File: src/rtl/imu_sample_conditioner_if.sv
// Raw IMU beat stream in, conditioned six-axis frame out.
// Master drives raw beats and consumes frames; slave is the conditioner.
interface imu_sample_conditioner_if #(
    parameter int RAW_WIDTH  = 16,
    parameter int ACC_WIDTH  = 11,
    parameter int GYRO_WIDTH = 14
);
    logic                         raw_valid;
    logic                         raw_ready;
    logic [2:0]                   raw_axis;
    logic signed [RAW_WIDTH-1:0]  raw_data;
    logic                         valid_out;
    logic                         ready_out;
    logic signed [ACC_WIDTH-1:0]  a_x;
    logic signed [ACC_WIDTH-1:0]  a_y;
    logic signed [ACC_WIDTH-1:0]  a_z;
    logic signed [GYRO_WIDTH-1:0] w_x;
    logic signed [GYRO_WIDTH-1:0] w_y;
    logic signed [GYRO_WIDTH-1:0] w_z;

    modport master (
        output raw_valid, raw_axis, raw_data, ready_out,
        input  raw_ready, valid_out,
        input  a_x, a_y, a_z, w_x, w_y, w_z
    );

    modport slave (
        input  raw_valid, raw_axis, raw_data, ready_out,
        output raw_ready, valid_out,
        output a_x, a_y, a_z, w_x, w_y, w_z
    );
endinterface

File: src/rtl/imu_sample_conditioner.sv
// Per-axis bias/round/saturate, six-axis frame assembly and a
// single-entry output register with drop and sequence-error counters.
module imu_sample_conditioner #(
    parameter int RAW_WIDTH  = 16,
    parameter int ACC_WIDTH  = 11,
    parameter int GYRO_WIDTH = 14,
    parameter int ACC_SHIFT  = 5,
    parameter int GYRO_SHIFT = 2,
    parameter int CNT_WIDTH  = 8
) (
    input  logic                        clk,
    input  logic                        rst,
    imu_sample_conditioner_if.slave     io,
    input  logic signed [RAW_WIDTH-1:0] gyro_bias_x,
    input  logic signed [RAW_WIDTH-1:0] gyro_bias_y,
    input  logic signed [RAW_WIDTH-1:0] gyro_bias_z,
    output logic [CNT_WIDTH-1:0]        drop_cnt,
    output logic [CNT_WIDTH-1:0]        err_cnt
);
    localparam int AW = RAW_WIDTH + 1;
    localparam int GW = RAW_WIDTH + 2;

    localparam logic signed [AW-1:0] ACC_RND =
        AW'(2 ** (ACC_SHIFT - 1));
    localparam logic signed [AW-1:0] ACC_MAX =
        AW'(2 ** (ACC_WIDTH - 1) - 1);
    localparam logic signed [AW-1:0] ACC_MIN =
        AW'(-(2 ** (ACC_WIDTH - 1)));
    localparam logic signed [GW-1:0] GYRO_RND =
        GW'(2 ** (GYRO_SHIFT - 1));
    localparam logic signed [GW-1:0] GYRO_MAX =
        GW'(2 ** (GYRO_WIDTH - 1) - 1);
    localparam logic signed [GW-1:0] GYRO_MIN =
        GW'(-(2 ** (GYRO_WIDTH - 1)));

    logic signed [RAW_WIDTH-1:0]  bias;
    logic signed [AW-1:0]         acc_t;
    logic signed [AW-1:0]         acc_s;
    logic signed [AW-1:0]         gyro_d;
    logic signed [GW-1:0]         gyro_t;
    logic signed [GW-1:0]         gyro_s;
    logic signed [ACC_WIDTH-1:0]  acc_q;
    logic signed [GYRO_WIDTH-1:0] gyro_q;

    always_comb begin
        case (io.raw_axis)
            3'd3:    bias = gyro_bias_x;
            3'd4:    bias = gyro_bias_y;
            default: bias = gyro_bias_z;
        endcase
        acc_t = AW'(io.raw_data) + ACC_RND;
        acc_s = acc_t >>> ACC_SHIFT;
        if (acc_s > ACC_MAX)
            acc_q = ACC_MAX[ACC_WIDTH-1:0];
        else if (acc_s < ACC_MIN)
            acc_q = ACC_MIN[ACC_WIDTH-1:0];
        else
            acc_q = acc_s[ACC_WIDTH-1:0];
        gyro_d = AW'(io.raw_data) - AW'(bias);
        gyro_t = GW'(gyro_d) + GYRO_RND;
        gyro_s = gyro_t >>> GYRO_SHIFT;
        if (gyro_s > GYRO_MAX)
            gyro_q = GYRO_MAX[GYRO_WIDTH-1:0];
        else if (gyro_s < GYRO_MIN)
            gyro_q = GYRO_MIN[GYRO_WIDTH-1:0];
        else
            gyro_q = gyro_s[GYRO_WIDTH-1:0];
    end

    logic [2:0] exp_axis;
    logic       beat;
    logic       hit;
    logic       err;
    logic       restart;
    logic       frame_done;
    logic       out_free;
    logic       load;
    logic       drop;

    assign io.raw_ready = !rst;
    assign beat       = io.raw_valid && io.raw_ready;
    assign hit        = beat && (io.raw_axis == exp_axis);
    assign err        = beat && !hit;
    assign restart    = err && (io.raw_axis == 3'd0);
    assign frame_done = hit && (exp_axis == 3'd5);
    assign out_free   = !io.valid_out || io.ready_out;
    assign load       = frame_done && out_free;
    assign drop       = frame_done && !out_free;

    logic signed [ACC_WIDTH-1:0]  asm_ax;
    logic signed [ACC_WIDTH-1:0]  asm_ay;
    logic signed [ACC_WIDTH-1:0]  asm_az;
    logic signed [GYRO_WIDTH-1:0] asm_wx;
    logic signed [GYRO_WIDTH-1:0] asm_wy;

    always_ff @(posedge clk) begin
        if (rst) begin
            exp_axis     <= '0;
            asm_ax       <= '0;
            asm_ay       <= '0;
            asm_az       <= '0;
            asm_wx       <= '0;
            asm_wy       <= '0;
            err_cnt      <= '0;
            drop_cnt     <= '0;
            io.valid_out <= 1'b0;
            io.a_x       <= '0;
            io.a_y       <= '0;
            io.a_z       <= '0;
            io.w_x       <= '0;
            io.w_y       <= '0;
            io.w_z       <= '0;
        end else begin
            if (hit || restart) begin
                case (io.raw_axis)
                    3'd0:    asm_ax <= acc_q;
                    3'd1:    asm_ay <= acc_q;
                    3'd2:    asm_az <= acc_q;
                    3'd3:    asm_wx <= gyro_q;
                    3'd4:    asm_wy <= gyro_q;
                    default: ;
                endcase
            end
            if (hit)
                exp_axis <= (exp_axis == 3'd5) ? 3'd0 : exp_axis + 3'd1;
            else if (restart)
                exp_axis <= 3'd1;
            else if (err)
                exp_axis <= 3'd0;

            if (err && err_cnt != '1)
                err_cnt <= err_cnt + CNT_WIDTH'(1);
            if (drop && drop_cnt != '1)
                drop_cnt <= drop_cnt + CNT_WIDTH'(1);

            // w_z is the closing beat, so it comes straight from the converter
            if (load) begin
                io.valid_out <= 1'b1;
                io.a_x       <= asm_ax;
                io.a_y       <= asm_ay;
                io.a_z       <= asm_az;
                io.w_x       <= asm_wx;
                io.w_y       <= asm_wy;
                io.w_z       <= gyro_q;
            end else if (io.valid_out && io.ready_out) begin
                io.valid_out <= 1'b0;
            end
        end
    end
endmodule
File: src/flat_wrapper.sv
// flat-port wrapper written by rule: the top's interface ports become plain ports
module imu_sample_conditioner_flat 
#(
    parameter int RAW_WIDTH  = 16,
    parameter int ACC_WIDTH  = 11,
    parameter int GYRO_WIDTH = 14,
    parameter int ACC_SHIFT  = 5,
    parameter int GYRO_SHIFT = 2,
    parameter int CNT_WIDTH  = 8
)
  (clk, rst, gyro_bias_x, gyro_bias_y, gyro_bias_z, drop_cnt, err_cnt, io_raw_valid, io_raw_axis, io_raw_data, io_ready_out, io_raw_ready, io_valid_out, io_a_x, io_a_y, io_a_z, io_w_x, io_w_y, io_w_z);
  imu_sample_conditioner_if #(.RAW_WIDTH(RAW_WIDTH), .ACC_WIDTH(ACC_WIDTH), .GYRO_WIDTH(GYRO_WIDTH)) io_i ();
  input  logic clk;
  input  logic rst;
  input  logic signed [RAW_WIDTH-1:0] gyro_bias_x;
  input  logic signed [RAW_WIDTH-1:0] gyro_bias_y;
  input  logic signed [RAW_WIDTH-1:0] gyro_bias_z;
  output logic [CNT_WIDTH-1:0] drop_cnt;
  output logic [CNT_WIDTH-1:0] err_cnt;
  input wire logic [$bits(io_i.raw_valid)-1:0] io_raw_valid;
  input wire logic [$bits(io_i.raw_axis)-1:0] io_raw_axis;
  input wire logic [$bits(io_i.raw_data)-1:0] io_raw_data;
  input wire logic [$bits(io_i.ready_out)-1:0] io_ready_out;
  output wire logic [$bits(io_i.raw_ready)-1:0] io_raw_ready;
  output wire logic [$bits(io_i.valid_out)-1:0] io_valid_out;
  output wire logic [$bits(io_i.a_x)-1:0] io_a_x;
  output wire logic [$bits(io_i.a_y)-1:0] io_a_y;
  output wire logic [$bits(io_i.a_z)-1:0] io_a_z;
  output wire logic [$bits(io_i.w_x)-1:0] io_w_x;
  output wire logic [$bits(io_i.w_y)-1:0] io_w_y;
  output wire logic [$bits(io_i.w_z)-1:0] io_w_z;
  assign io_i.raw_valid = io_raw_valid;
  assign io_i.raw_axis = io_raw_axis;
  assign io_i.raw_data = io_raw_data;
  assign io_i.ready_out = io_ready_out;
  assign io_raw_ready = io_i.raw_ready;
  assign io_valid_out = io_i.valid_out;
  assign io_a_x = io_i.a_x;
  assign io_a_y = io_i.a_y;
  assign io_a_z = io_i.a_z;
  assign io_w_x = io_i.w_x;
  assign io_w_y = io_i.w_y;
  assign io_w_z = io_i.w_z;
  imu_sample_conditioner #(.RAW_WIDTH(RAW_WIDTH), .ACC_WIDTH(ACC_WIDTH), .GYRO_WIDTH(GYRO_WIDTH), .ACC_SHIFT(ACC_SHIFT), .GYRO_SHIFT(GYRO_SHIFT), .CNT_WIDTH(CNT_WIDTH)) u_core (.clk(clk), .rst(rst), .io(io_i), .gyro_bias_x(gyro_bias_x), .gyro_bias_y(gyro_bias_y), .gyro_bias_z(gyro_bias_z), .drop_cnt(drop_cnt), .err_cnt(err_cnt));
endmodule
File: config.mk
export PLATFORM = sky130hd
export DESIGN_NAME = imu_sample_conditioner_flat
export DESIGN_NICKNAME = d
export VERILOG_FILES = /design/src/rtl/imu_sample_conditioner_if.sv /design/src/rtl/imu_sample_conditioner.sv /design/src/flat_wrapper.sv
export SDC_FILE = /design/constraint.sdc
export NUM_CORES = 1
export LEC_CHECK = 0
export ABC_CLOCK_PERIOD_IN_PS = 8000
export BUFFER_PORTS_ARGS = -buffer_cell sky130_fd_sc_hd__buf_2
export CORE_MARGIN = 5
export CORE_UTILIZATION = 59
export CTS_CLUSTER_DIAMETER = 50
export DETAILED_ROUTE_END_ITERATION = 7
export PLACE_DENSITY = 0.95
export SLEW_MARGIN = 10
export SYNTH_ARGS = -nofsm -noshare
export SYNTH_HDL_FRONTEND = slang
export SYNTH_SLANG_ARGS = --single-unit
File: constraint.sdc
create_clock -name clk -period 8 [get_ports clk]
set_input_delay 0 -clock clk [delete_from_list [all_inputs] [get_ports clk]]
set_output_delay 0 -clock clk [all_outputs]
set_load 0.05 [all_outputs]
; After elaboration in Yosys (flattened, before gate mapping)
; Index checks and enable logic that the tools add are counted.
[classes]
n_addsub = 6
magnitude_cmp = 4
n_eq_ne = 8
mux = 11
n_reduce_logical = 24
[ops]
columns = op, n
row1 = 16-bit case mux with 2 select lines, 1
row2 = 14-bit 2-to-1 mux, 2
row3 = 11-bit 2-to-1 mux, 2
row4 = 17-bit by 3-bit adder with 18-bit output (second input constant), 1
row5 = 16-bit by 6-bit adder with 17-bit output (second input constant), 1
row6 = 16-bit by 16-bit subtractor with 17-bit output, 1
row7 = 8-bit by 1-bit adder with 8-bit output (second input constant), 2
row8 = 16-bit by 14-bit > comparator with 1-bit output (second input constant), 1
row9 = 16-bit by 14-bit less-than comparator with 1-bit output (second input constant), 1
row10 = 8-bit != test (second input constant), 2
row11 = 12-bit by 11-bit > comparator with 1-bit output (second input constant), 1
row12 = 12-bit by 11-bit less-than comparator with 1-bit output (second input constant), 1
row13 = 3-bit 2-to-1 mux, 4
row14 = 1-bit logical AND, 10
row15 = 2-bit AND reduction, 5
row16 = 3-bit by 2-bit == test with 1-bit output (second input constant), 2
row17 = 3-bit == test (second input constant), 2
row18 = 1-bit logical NOT, 4
row19 = 3-bit by 1-bit adder with 3-bit output (second input constant), 1
row20 = 3-bit by 1-bit == test with 1-bit output (second input constant), 1
row21 = 3-bit == test, 1
row22 = 3-bit logical NOT, 1
row23 = 3-bit nonzero test, 1
row24 = 1-bit logical OR, 2
row25 = other kinds (2), 3
[totals]
register_bits = 156
in_bits = 71
out_inout_bits = 93
wordCells = 68

; Longest topological paths before layout
; Gate-level depths: netlist of run 1.
[logic_depth]
word_depth = 8
mapped_depth = 20
mapped_depth_nobuf = 15

; Least setup slack after synthesis of run 1
; Ideal clock, no wire load.
[synth_timing]
kind = input-to-reg
start = input port io_raw_axis[2]
end = register u_core.io.w_z[10]
t_arrival_ns = 3.704
required_ns = 7.864
slack_ns = 4.160
stages = 17
path_cell_list = buf_4 > clkbuf_1 > nor2_1 > a21oi_1 > clkbuf_1 > o221ai_1 > ha_1 > fa_1 > a211oi_1 > o211ai_1 > a41oi_1 > o22a_1 > a211o_1 > o211ai_2 > buf_6 > a21oi_1 > a211oi_2
[synth_via]
elab_chain_len = 7
elab_cells_between_ends = 13
classes_between = add/sub (2) / order compare (2) / eq/ne (3) / mux (3) / reduce/logical (3)
[synth_rtl]
columns = element, line
row1 = start: declaration, flat_wrapper.sv:21  ; input wire logic [$bits(io_i.raw_axis)-1:0] io_raw_axis;
row2 = 3-bit == test or 3-bit by 2-bit == test with 1-bit output (tied branches), imu_sample_conditioner.sv:46  ; case (io.raw_axis)
row3 = 16-bit case mux with 2 select lines, imu_sample_conditioner.sv:46
row4 = 16-bit by 16-bit subtractor with 17-bit output, imu_sample_conditioner.sv:59  ; gyro_d = AW'(io.raw_data) - AW'(bias);
row5 = 17-bit by 3-bit adder with 18-bit output, imu_sample_conditioner.sv:60  ; gyro_t = GW'(gyro_d) + GYRO_RND;
row6 = 16-bit by 14-bit less-than comparator with 1-bit output, imu_sample_conditioner.sv:64  ; else if (gyro_s < GYRO_MIN)
row7 = 14-bit 2-to-1 mux, imu_sample_conditioner.sv:64
row8 = 14-bit 2-to-1 mux, imu_sample_conditioner.sv:62  ; if (gyro_s > GYRO_MAX)
row9 = end signal: assignment, imu_sample_conditioner.sv:144  ; io.w_z <= gyro_q;
row10 = end: declaration, imu_sample_conditioner_if.sv:30  ; output a_x, a_y, a_z, w_x, w_y, w_z
; Parallel ways exist; a longest one is shown, timed or not.
; A chain may end at the register's enable or synchronous reset.

; Worst setup path after layout of run 1
[layout_timing]
start = input port io_raw_axis[0]
end = register u_core.asm_wx[3]
[layout_via]
elab_chain_len = 7
elab_cells_between_ends = 17
classes_between = add/sub (2) / order compare (2) / eq/ne (3) / mux (3) / reduce/logical (7)
[layout_rtl]
columns = element, line
row1 = 3-bit == test (tied with other cells), imu_sample_conditioner.sv:46
row2 = 16-bit case mux with 2 select lines or 1-bit logical AND (tied branches), "imu_sample_conditioner.sv:46, imu_sample_conditioner.sv:82"
row3 = 16-bit by 16-bit subtractor with 17-bit output or 1-bit logical NOT (tied branches), "imu_sample_conditioner.sv:59, imu_sample_conditioner.sv:83"
row4 = 17-bit by 3-bit adder with 18-bit output or 1-bit logical AND (tied branches), "imu_sample_conditioner.sv:60, imu_sample_conditioner.sv:83"
row5 = 16-bit by 14-bit less-than comparator with 1-bit output or 1-bit logical AND (tied branches), "imu_sample_conditioner.sv:64, imu_sample_conditioner.sv:84"
row6 = 14-bit 2-to-1 mux or 1-bit logical OR (tied branches), "imu_sample_conditioner.sv:64, imu_sample_conditioner.sv:114"
row7 = 14-bit 2-to-1 mux or 2-bit AND reduction (tied branches), --
row8 = end signal: assignment, imu_sample_conditioner.sv:119  ; 3'd3: asm_wx <= gyro_q;
row9 = end: declaration, imu_sample_conditioner.sv:93  ; logic signed [GYRO_WIDTH-1:0] asm_wx;
; Parallel ways exist; a longest one is shown, timed or not.

==> results of run 1 <==
-- layout by cell type (no fill, tap or decap), drive strengths merged, types with 8 or more instances in the layout --
master	count
nand2	189
buf	168
dfxtp	156
a21oi	106
nor2	95
o21ai	72
nand3	41
ha	33
a211oi	24
xor2	22
clkbuf	22
o221ai	13
xnor2	12
inv	12
nand4	10
and3	8
mux2i	8
-- power breakdown --
| group | total [W] | switching (W) | internal [W] |
|---|---|---|---|
| Sequential | 0.000783 | 0.00000253 | 0.000780 |
| Combinational | 0.000311 | 0.000204 | 0.000107 |
| Clock | 0.000783 | 0.000308 | 0.000475 |
-- area by class of cell --
cell class              instances  share of cell area, %
clock inverters                10                  1.277
clock buffers                  22                  5.263
diodes                          1                0.02837
flip-flops and latches        156                  35.41
multi-input cells             706                  45.28
inverters                      10                 0.4256
well taps                     168                  2.383
repair buffers                170                  9.930
-- worst max-delay path: cells and delay by family --
| kind | cells | cell delay, ns |
|---|---|---|
| and+or+nand+nor | 1 | 0.10 |
| adders and majority gates | 2 | 0.87 |
| buffers and inverters | 1 | 0.46 |
| AOI/OAI and AO/OA | 10 | 3.31 |
-- metrics by stage --
| stage | utilization [%] | setup WS (ns) | hold WS, ns | cell area (um^2) |
|---|---|---|---|---|
| after floorplan | - | 4.160 | 0.1776 | 7373 |
| after global placement | 67.87 | 3.369 | 0.2519 | 8220 |
| after detailed placement | 67.87 | 3.291 | 0.2602 | 8220 |
| after CTS | 72.80 | 3.590 | 0.01501 | 8817 |
| after global routing | 72.82 | 3.043 | 0.03411 | 8820 |
| final | 72.82 | 3.515 | 0.01335 | 8820 |
-- flip-flops by register name, summed over array words and instances, names as in the netlist --
signal	count
u_core.err_cnt	8
u_core.asm_wx	14
u_core.asm_wy	14
u_core.asm_ax	11
u_core.io.w_y	14
u_core.io.valid_out	1
u_core.asm_ay	11
u_core.io.a_x	11
u_core.drop_cnt	8
u_core.io.w_z	14
u_core.asm_az	11
u_core.exp_axis	3
u_core.io.a_z	11
u_core.io.w_x	14
u_core.io.a_y	11
-- metal layers --
| layer | routed length [um] | part of all wire (%) | GRT usage (%) | vias up |
|---|---|---|---|---|
| met5 | 13 | 0.064 | 0 | - |
| met4 | 590 | 2.9 | 11.83 | 2 |
| met3 | 1500 | 7.4 | 6.917 | 54 |
| met2 | 9348 | 46 | 44.27 | 266 |
| met1 | 8897 | 44 | 34.39 | 3284 |
| li1 | - | - | - | 3496 |
-- logic make-up after synthesis --
logic type | count (synthesis) | share of synthesized area, %
simple gates | 377 | 22.06
mux | 8 | 1.086
buf+inv | 69 | 3.767
fa+ha+maj | 34 | 5.871
flops | 156 | 42.36
xor+xnor | 34 | 4.039
compound gates | 253 | 20.82
-- worst max path at each step --
stage / endpoint / slack, ns / cells after the start
detailed placement: u_core.io.w_z[3] / 3.29 / 14
global placement: u_core.asm_wx[1] / 3.37 / 14
CTS: u_core.asm_wx[3] / 3.59 / 14
global route: u_core.asm_wx[3] / 3.04 / 14
finish: u_core.asm_wx[3] / 3.51 / 14
floorplan: u_core.io.w_z[10] / 4.16 / 17
==> results.json, run 1 <==
{
  "status": "complete, no violations",
  "num_rows": 40,
  "htree_num_levels": 4,
  "drc": 0,
  "syn_area_um2": 7373,
  "numPortBuffers": 163,
  "drt.antenna.violating_nets": 0,
  "whs_path_depth": 3,
  "grt_pass1_wl_um": 32240,
  "cts_root_buf": "clkbuf_16",
  "yosysMostFrequentCell": "nand2_1",
  "ys_ff_latch": 156,
  "antenna_found_initial": 2,
  "async_flop_share_pct": 0,
  "yosys-top-cells-area": "dfxtp_1 (42%), nand2_1 (9.6%), a21oi_1 (7.1%)",
  "synth_top_area_cell": "dfxtp_1",
  "syn_to_final_growth_pct": 19.62,
  "worstSetupEndpointType": "flip-flop",
  "synth_top_area_share_pct": 42.36,
  "worstPathRequired_ns": 8.25,
  "ys.flop_type": "dfxtp_1",
  "vias": 7102,
  "period_share_pct": 56.06,
  "power_density_nw_per_um2": 212.9,
  "critPathMaxFanout": 40,
  "finalNetCount": 1166,
  "die_area_um2": 14830,
  "slew_violations": 0,
  "vias_per_cell": 5.714,
  "critPathSlowestCell": "a21oi_1",
  "io_pins": 164,
  "regArea_um2": 3123,
  "track_usage_pct": 27.27,
  "start_util_pct": 60.88,
  "crit_top_cell": "o21ai_0",
  "gp_congestion": 0.9164,
  "r2r_cells": 8,
  "die-width_um": 121.8,
  "synth-seq-area-share_pct": 42.36,
  "tightest_slew_ns": 1.237,
  "post_cts_buffers": 0,
  "worst-r2r-setup-slack_ns": 5.31,
  "fin_cells": 1243,
  "critPathKind": "input port to flip-flop",
  "grt_max_degree": 111,
  "r2r-start": "u_core.exp_axis[0]",
  "cts_buffer_depth": 2,
  "cts_made_buffers": 17,
  "arrival_ns": 4.74,
  "wire_per_inst_um": 16.37,
  "slew_headroom_pct": 17.45,
  "n_fill_cell": 1006,
  "clkSlewWorstSetupHoldPaths_ns": 0.06,
  "grt_pass1_vias": 6716,
  "multi_input_area_um2": 3994,
  "fin_total_pwr_w": 0.001878,
  "first_pass_iters": 6,
  "clkLatencyLatePin_ns": 0.43,
  "setup_viol": 0,
  "max_cap_violations": 0,
  "overflow": 0,
  "crit_start": "io_raw_axis[0]",
  "final_hold_viol_count": 0,
  "synthTopCellsByCount": "nand2_1 (189), dfxtp_1 (156), a21oi_1 (105), nor2_1 (95), o21ai_0 (61)",
  "first_iter_violations": 513,
  "min_path_type": "input port to flip-flop",
  "regToRegEndpoint": "u_core.io.w_z[12]",
  "dp_cells": 1208,
  "min_period_ns": 4.485,
  "critPathLaunchType": "input port",
  "core_region_area_um2": 12110,
  "wl_um": 20350,
  "fmax_ghz": 0.2230,
  "cts_sinks": 156,
  "dp_hpwl_um": 14390,
  "die_y_um": 121.8,
  "fin_skew_ns": 0.007457,
  "post_synth.cell_area_avg_um2": 7.920,
  "slowest_delay_ns": 0.82,
  "netlist_instances": 931,
  "total_leakage_power_nw": 3.650,
  "hold_buffers": 2,
  "cts_tree": "done",
  "layout-drive-gt1-share_pct": 19.93,
  "yosys_warnings": 0,
  "yosysUniqueCellTypes": 60,
  "tns_ns": 0,
  "synth-edff-count": 0,
  "syn-num-nets": 1036,
  "hp-start": "io_ready_out",
  "hold_end": "u_core.io.valid_out",
  "cts-resized-gates": 0,
  "cp_cell_sequence": "buf_2 > nor2_1 > a21oi_1 > o221ai_1 > ha_1 > fa_1 > a211oi_1 > o211ai_1 > a41oi_1 > o22a_1 > a211o_1 > o211ai_2 > o21ai_0 > o21ai_0",
  "ir_drop_v": 0.0001113,
  "rsz0062_at_grt": "no"
}
Power figures use the tool's default switching activity.
==> inputs of run 2 (changes only) <==
ABC_CLOCK_PERIOD_IN_PS = 3600   (was 8000)
CORE_UTILIZATION = 49   (was 59)
PLACE_DENSITY = 0.85   (was 0.95)
clock period = 3.6 ns   (was 8 ns; I/O delays follow)
==> run 2 against run 1 <==
Wire length grew 2.2%. Register-to-register slack lost 4.5 ns. Sequential share of layout area shrank 1.1 points. Via count grew 0.61%. First-iteration DRC count shrank 11%. Flip-flop and latch count is the same. Clock power grew 130%. Final cell count grew 4.0%. Utilization shrank 11 points.
==> results.json, run 2 (same netlist as run 1, synthesis figures left out) <==
{
  "cts_buffer_depth": 2,
  "p_int_w": 0.003122,
  "setup_viol": 0,
  "fin_skew_ns": 0.01108,
  "drt.antenna.violating_nets": 0,
  "p_comb_share_pct": 18.8,
  "overflow": 0,
  "rsz0062_at_grt": "no",
  "gp_congestion": 0.9872,
  "n_fill_cell": 1335,
  "critPathLaunchType": "input port",
  "dp_slack_ns": -0.08666,
  "power_density_nw_per_um2": 474.5,
  "finalNetCount": 1200,
  "mostFrequentLayoutCells": "nand2_1 (189), buf_2 (162), dfxtp_1 (156), a21oi_1 (104), nor2_1 (95)",
  "period_share_pct": 89.40,
  "clkSlewWorstSetupHoldPaths_ns": 0.06,
  "die-width_um": 132.7,
  "critPathMaxFanout": 18,
  "fin_cells": 1293,
  "start_util_pct": 50.35,
  "slew_violations": 0,
  "grt_pass1_vias": 6874,
  "cp_cell_sequence": "buf_2 > buf_4 > nor2_1 > nand2_1 > o21ai_0 > nand2_1 > o221ai_1 > ha_1 > fa_1 > a211oi_1 > o211ai_1 > a41oi_1 > o22a_1 > a211o_1 > o211ai_2 > o21ai_0 > o21ai_0",
  "vias_per_cell": 5.526,
  "finalWorstSetupSlack_ns": 0.3815,
  "holdWs_ns": 0.01722,
  "cts_made_buffers": 17,
  "die_y_um": 132.7,
  "min_path_type": "input port to flip-flop",
  "worstPathRequired_ns": 3.87,
  "wl_um": 20790,
  "num_rows": 44,
  "first_pass_iters": 7,
  "worstSetupEndpointType": "flip-flop",
  "antenna_found_initial": 4,
  "multi_input_area_um2": 3998,
  "dp_hpwl_um": 15500,
  "cts_tree": "done",
  "syn_to_final_growth_pct": 23.49,
  "grt_pass1_wl_um": 33800,
  "regArea_um2": 3123,
  "htree_num_levels": 4,
  "clkLatencyLatePin_ns": 0.42,
  "grt_max_degree": 93,
  "tightest_slew_ns": 0.9388,
  "first_iter_violations": 457,
  "layout-drive-gt1-share_pct": 22.20,
  "p_sw_w": 0.001198,
  "status": "complete, no violations",
  "core_region_area_um2": 14640,
  "slowest_delay_ns": 0.47,
  "clkPwrFrac_pct": 41.0,
  "crit_top_cell": "o21ai_0",
  "p_seq_share_pct": 40.3,
  "total_leakage_power_nw": 3.804,
  "critPathSlowestCell": "fa_1",
  "arrival_ns": 3.49,
  "cts_sinks": 156,
  "vias": 7145,
  "track_usage_pct": 23.35,
  "cts_root_buf": "clkbuf_16",
  "final_hold_viol_count": 0,
  "stdcell_area_um2": 9105,
  "dp_cells": 1257,
  "max_cap_violations": 0,
  "tns_ns": 0,
  "min_period_ns": 3.218,
  "io_pins": 164,
  "ir_drop_v": 0.0002953,
  "slew_headroom_pct": 37.08,
  "die_area_um2": 17600,
  "swShare_pct": 27.74,
  "wire_per_inst_um": 16.08,
  "layout_commonest_cell": "nand2_1",
  "drc": 0,
  "numPortBuffers": 163,
  "critPathKind": "input port to flip-flop",
  "placed_cell_area_um2": 8492,
  "fmax_ghz": 0.3107
}
-- run 2: final timing paths --
check                      from  slack [ns]  cells after the start                   to
max              io_raw_axis[2]        0.38                     17     u_core.asm_wx[1]
min                io_ready_out        0.02                      3  u_core.io.valid_out
max reg2reg  u_core.exp_axis[0]        0.83                      8     u_core.io.a_z[3]
min reg2reg    u_core.io.a_z[5]        0.45                      2     u_core.io.a_z[5]
-- run 2: critical path, delay by kind of cell --
family	cells	cell delay (ns)
AOI/OAI and AO/OA	10	2.17
adders and majority gates	2	0.82
and+or+nand+nor	3	0.20
buffers and inverters	2	0.31
-- run 2: stage by stage --
step                      power (W)  util [%]
final                      0.004320     62.18
after CTS                  0.004318     62.16
after global routing       0.004486     62.16
after floorplan            0.002269         -
after global placement     0.002554     57.99
after detailed placement   0.002566     57.99
-- run 2: area by class of cell --
type                    instances  area share (%)
multi-input cells             706           43.91
flip-flops and latches        156           34.30
repair buffers                204           12.45
clock buffers                  24           5.181
well taps                     184           2.529
clock inverters                 8           1.196
inverters                      10          0.4123
diodes                          1         0.02748
-- run 2: timing repair --
action | 4_1_cts | 5_1_grt
hold endpoints to repair | 27 | 0
resized for setup | 0 | 1
hold buffers | 3 | 0
buffers inserted | 0 | 0
setup endpoints to repair | 0 | 1
-- run 2: power groups by stage --
stage / combinational, W / sequential (W) / clock [W]
after floorplan: 0.000488 / 0.00178 / 0
after CTS: 0.000797 / 0.00174 / 0.00178
after global placement: 0.000777 / 0.00178 / 0
after detailed placement: 0.000788 / 0.00178 / 0
after global routing: 0.000887 / 0.00174 / 0.00186
final: 0.000810 / 0.00174 / 0.00177
-- run 2: routing by layer --
metal / part of all wire (%) / vias up / wire [um] / global-route usage (%)
li1: - / 3566 / - / -
met1: 45 / 3243 / 9289 / 30.02
met2: 45 / 267 / 9259 / 37.01
met3: 7.6 / 61 / 1578 / 6.682
met4: 3.0 / 8 / 619 / 9.469
met5: 0.20 / - / 42 / 0
